**config.mk**
```make
export PLATFORM = sky130hd
export DESIGN_NAME = msix_msg_gen
export DESIGN_NICKNAME = d
export VERILOG_FILES = /design/src/rtl/msix_msg_gen.sv
export SDC_FILE = /design/constraint.sdc
export NUM_CORES = 1
export LEC_CHECK = 0
export CAP_MARGIN = 0
export CORE_ASPECT_RATIO = 1.2
export CORE_UTILIZATION = 54
export CTS_BUF_LIST = sky130_fd_sc_hd__clkbuf_4 sky130_fd_sc_hd__clkbuf_8
export CTS_CLUSTER_DIAMETER = 60
export CTS_CLUSTER_SIZE = 40
export DETAILED_ROUTE_END_ITERATION = 10
export PLACE_DENSITY = 0.77
export SYNTH_ARGS = -nofsm -noshare
export SYNTH_HDL_FRONTEND = slang
export SYNTH_SLANG_ARGS = --single-unit
```
**constraint.sdc**
```tcl
create_clock -name clk -period 14.9 [get_ports clk]
set_input_delay 1.49 -clock clk [delete_from_list [all_inputs] [get_ports clk]]
set_output_delay 1.49 -clock clk [all_outputs]
set_load 0.005 [all_outputs]
```
**src/rtl/msix_msg_gen.sv**
```systemverilog
// MSI-X message generator: pending bit array, per-vector/function masking, round-robin dword write issue.
// Optional build macro MSIX_MSG_CNT_EN adds msg_cnt / coalesce_cnt statistics outputs.
module msix_msg_gen #(
    parameter int NUM_VEC = 8,
    parameter int VEC_W   = $clog2(NUM_VEC)
) (
    input  logic               clk,
    input  logic               rst,
    input  logic [NUM_VEC-1:0] intr_req,
    input  logic               msix_en,
    input  logic               func_mask,
    input  logic               cfg_wr,
    input  logic [VEC_W-1:0]   cfg_vec,
    input  logic [63:0]        cfg_addr,
    input  logic [31:0]        cfg_data,
    input  logic               cfg_mask,
    output logic               wr_valid,
    input  logic               wr_ready,
    output logic [63:0]        wr_addr,
    output logic [31:0]        wr_data,
    output logic [NUM_VEC-1:0] pba,
    output logic               busy
`ifdef MSIX_MSG_CNT_EN
    ,
    output logic [15:0]        msg_cnt,
    output logic [15:0]        coalesce_cnt
`endif
);

    typedef enum logic {IDLE, SEND} state_t;

    state_t             state_q;
    logic [63:0]        tbl_addr_q [NUM_VEC];
    logic [31:0]        tbl_data_q [NUM_VEC];
    logic [NUM_VEC-1:0] tbl_mask_q;
    logic [NUM_VEC-1:0] pba_q, pba_d;
    logic [VEC_W-1:0]   rr_ptr_q, cur_vec_q;
    logic               wr_valid_q;
    logic [63:0]        wr_addr_q;
    logic [31:0]        wr_data_q;

    logic [NUM_VEC-1:0] eligible;
    logic [NUM_VEC-1:0] clr_vec;
    logic               hs;
    logic               pick_vld;
    logic [VEC_W-1:0]   pick_idx;
    logic               cfg_hit;

    assign eligible = pba_q & ~tbl_mask_q & {NUM_VEC{msix_en & ~func_mask}};
    assign hs       = (state_q == SEND) & wr_valid_q & wr_ready;
    assign clr_vec  = hs ? ({{(NUM_VEC-1){1'b0}}, 1'b1} << cur_vec_q) : '0;
    // A strobe landing on the handshake cycle re-arms the vector: set wins over clear.
    assign pba_d    = (pba_q & ~clr_vec) | intr_req;
    assign cfg_hit  = cfg_wr & ({1'b0, cfg_vec} < (VEC_W+1)'(NUM_VEC));

    always_comb begin
        int idx;
        pick_vld = 1'b0;
        pick_idx = '0;
        idx      = 0;
        for (int k = 0; k < NUM_VEC; k++) begin
            idx = int'(rr_ptr_q) + k;
            if (idx >= NUM_VEC) idx = idx - NUM_VEC;
            if (!pick_vld && eligible[idx]) begin
                pick_vld = 1'b1;
                pick_idx = VEC_W'(idx);
            end
        end
    end

    always_ff @(posedge clk) begin
        if (rst) begin
            state_q    <= IDLE;
            pba_q      <= '0;
            rr_ptr_q   <= '0;
            cur_vec_q  <= '0;
            wr_valid_q <= 1'b0;
            wr_addr_q  <= '0;
            wr_data_q  <= '0;
            tbl_mask_q <= '1;
            for (int i = 0; i < NUM_VEC; i++) begin
                tbl_addr_q[i] <= '0;
                tbl_data_q[i] <= '0;
            end
        end else begin
            pba_q <= pba_d;
            if (cfg_hit) begin
                tbl_addr_q[cfg_vec] <= cfg_addr;
                tbl_data_q[cfg_vec] <= cfg_data;
                tbl_mask_q[cfg_vec] <= cfg_mask;
            end
            case (state_q)
                IDLE: begin
                    if (pick_vld) begin
                        state_q    <= SEND;
                        wr_valid_q <= 1'b1;
                        wr_addr_q  <= tbl_addr_q[pick_idx];
                        wr_data_q  <= tbl_data_q[pick_idx];
                        cur_vec_q  <= pick_idx;
                    end
                end
                SEND: begin
                    // Message is committed: masks and table writes no longer affect it.
                    if (wr_ready) begin
                        state_q    <= IDLE;
                        wr_valid_q <= 1'b0;
                        rr_ptr_q   <= (cur_vec_q == VEC_W'(NUM_VEC-1)) ? '0 : cur_vec_q + VEC_W'(1);
                    end
                end
                default: state_q <= IDLE;
            endcase
        end
    end

    assign wr_valid = wr_valid_q;
    assign wr_addr  = wr_addr_q;
    assign wr_data  = wr_data_q;
    assign pba      = pba_q;
    assign busy     = (state_q == SEND);

`ifdef MSIX_MSG_CNT_EN
    logic [15:0] msg_cnt_q, coal_cnt_q, coal_inc;

    always_comb begin
        coal_inc = '0;
        for (int i = 0; i < NUM_VEC; i++) begin
            if (intr_req[i] & pba_q[i] & ~clr_vec[i]) coal_inc = coal_inc + 16'd1;
        end
    end

    always_ff @(posedge clk) begin
        if (rst) begin
            msg_cnt_q  <= '0;
            coal_cnt_q <= '0;
        end else begin
            if (hs) msg_cnt_q <= msg_cnt_q + 16'd1;
            coal_cnt_q <= coal_cnt_q + coal_inc;
        end
    end

    assign msg_cnt      = msg_cnt_q;
    assign coalesce_cnt = coal_cnt_q;
`endif

endmodule

```
==> results_dict.tcl <==
set metrics [dict create \
    peakVddDrop_mv 0.0579 \
    core_um2 73900 \
    via_per_inst 6.45 \
    rsz0062_at_grt "no" \
    drive_above_1_share_pct 4.95 \
    synthToLayoutAreaGrowth_pct 9.56 \
    synth_area_um2 40500 \
    cts_buffer_depth 3 \
    antenna_found_initial 16 \
    clk_latency_ns 0.73 \
    cts_tree "built" \
    final_core_utilization_pct 60.1 \
    overflow 0 \
    ys.flop_type "edfxtp_1" \
    dr_wl_met2_um 55200 \
    netlist_instances 3248 \
    cts_resized 0 \
    worst_ep_arrival_time_ns 7.66 \
    syn-num-nets 3370 \
    final_hold_viol_count 0 \
    fillers 5699 \
    m1WireLength_um 43200 \
    dr.pass1.iters 8 \
    clock-sinks 888 \
    status "completed" \
    rows 109 \
    holdWs_ns 0.522 \
    maxClockFrequency_mhz 142 \
    multi_input_area_um2 14000 \
    post_drt_wl_per_cell_um 25.7 \
    cp-start-kind "flip-flop" \
    dpl.hpwl_um 57500 \
    path_class "reg2reg" \
    grt_pass1_vias 27900 \
    cts_made_buffers 44 \
    avgSynthCellArea_um2 12.5 \
    power_leakage_nw 17.2 \
    cts_max_level 2 \
    relSlewSlack_pct 13.5 \
    finalCriticalPeriod_ns 7.02 \
    worst_hold_path_type "reg2reg" \
    drc 0 \
    dp_cells 4214 \
    ff_latch_area_um2 25500 \
    top_layer_used "met5" \
    drtIter0Drc 2882 \
    maxSlewViolCount 0 \
    synth-edff-count 768 \
    timing.final.ws_setup_ns 7.88 \
    final_cells 4305 \
    clkTransAtPathRegs_ns 0.20 \
    ant_nets 0 \
    fin_area_um2 44400 \
    synth_warnings 0 \
    vias 27800 \
    power_density_nw_per_um2 101 \
    tns_ns 0 \
    period_share_pct 47.1 \
    pin_count 220 \
    start_util_pct 54.9 \
    dieWidth_um 252 \
    ys_seq_area_share_pct 62.8 \
    crit_required_ns 15.54 \
    cp_max_fo 71 \
    final_nets 3383 \
    worst_setup_path_end_kind "flip-flop" \
    place_ws_ns 7.79 \
    wl_met3_um 8990 \
    grt_usage_pct 28.3 \
    synth-async-reset-ratio_pct 0 \
    clock_skew_ns 0.0580 \
    placed_cell_area_um2 43200 \
    grt_max_degree 196 \
    ctsHoldBuffers 0 \
    grt_pass1_wl_um 165000 \
    synth_seq_cells 888 \
    gp_congestion 0.819 \
    die-height_um 302 \
    timing_worst_slew_pin_value_ns 1.30 \
    clockRootBuffer "clkbuf_8" \
    portBuffers 219 \
    yosysUniqueCellTypes 73 \
    die-area_um2 76200 \
    postCtsSetupRepairBufs 0 \
    total_power_mw 4.47 \
    totalWireLength_um 110000 \
    setup_violations 0 \
    drv_cap 0 \
]
## power by group
group	total (mW)	internal [mW]	switching (mW)	leakage (nW)
clock network	1.26	0.379	0.879	0.572
logic	0.319	0.0955	0.223	8.19
registers	2.89	2.84	0.0465	8.39
total	4.47	3.32	1.15	17.2
## cells in the mapped netlist (5+ instances only)
cell type  count  area [um^2]
clkbuf_1     223          837
nand3_1       11         55.1
mux2i_1      295         2950
o21ai_0        9         45.0
buf_1          6         22.5
nor2_1        33          124
a211oi_1       5         37.5
buf_6          5         56.3
ha_1           8          100
buf_2         38          190
a32oi_1       94          823
and2_1       201         1260
buf_4         23          173
nand4_1       94          588
edfxtp_1     768        23100
a22oi_1       95          713
a21oi_1       23          115
and3_1       579         3620
nand4bb_1      7         78.8
a22o_1        94          823
nand2_1      400         1500
dfxtp_1      120         2400
nand2b_1      11         68.8
inv_1          7         26.3
o22ai_1        9         56.3
## layer usage
layer,up-vias,track usage (%)
li1,12300,-
met1,13900,36.2
met2,1334,49.4
met3,186,4.11
met4,12,9.80
met5,-,0
## placed cells by master (no fill, tap or decap), types with 11 or more instances in the layout
cell,instances
nand2_1,396
buf_4,42
a22oi_1,95
dfxtp_1,120
a32oi_1,94
nor2_1,28
and3_1,579
clkbuf_8,44
a22o_1,94
mux2i_1,295
nand2b_1,11
a21oi_1,23
clkdlybuf4s50_1,219
nand3_1,11
and2_1,199
nand4_1,94
edfxtp_1,768
## flip-flops by register name, summed over array words and instances, names as in the netlist
| signal | flops |
|---|---|
| wr_addr | 64 |
| cur_vec_q | 3 |
| busy | 1 |
| wr_valid | 1 |
| tbl_mask_q | 8 |
| rr_ptr_q | 3 |
| tbl_data_q | 256 |
| pba | 8 |
| wr_data | 32 |
| tbl_addr_q | 512 |
## path summary, 6_finish.rpt
kind,depth (start not counted),slack [ns],from,to
worst min-delay path,3,0.52,tbl_data_q[2][10],wr_data[10]
worst min register to register,3,0.52,tbl_data_q[2][10],wr_data[10]
worst max-delay path,13,7.88,rr_ptr_q[1],wr_data[6]
worst max register to register,13,7.88,rr_ptr_q[1],wr_data[6]
## cells by family (layout without fill, tap and decap cells)
kind of cell	Yosys count	after routing	synth area share, %
AOI/OAI and AO/OA	377	377	7.47
xor gates and xnor gates	2	2	0.0432
adders and majority gates	8	8	0.247
buffers and inverters	303	351	3.23
DFF	888	888	62.8
muxes	302	302	7.56
other	0	10	0
and+or+nand+nor	1368	1368	18.6
## critical path: stages, from the launching register on
cell and delay, ns:
dfxtp_1 0.97, clkinv_1 0.46, ha_1 0.62, or4b_2 0.68, a41o_1 0.33, or2_2 0.34
nand3_1 0.13, o311a_1 0.15, o211ai_1 0.25, nand2_8 0.60, buf_4 0.90, buf_4 0.90
a32oi_1 0.25, a22o_1 0.27
## area by class of cell
class / instances / area share (%)
tap: 999 / 2.81
timing repair buffer: 262 / 5.69
clock buffer: 45 / 1.38
antenna: 10 / 0.0563
sequential: 888 / 57.3
inverter: 8 / 0.0676
multi-input combinational: 2057 / 31.4
clock inverter: 36 / 1.26
Power figures use the tool's default switching activity.
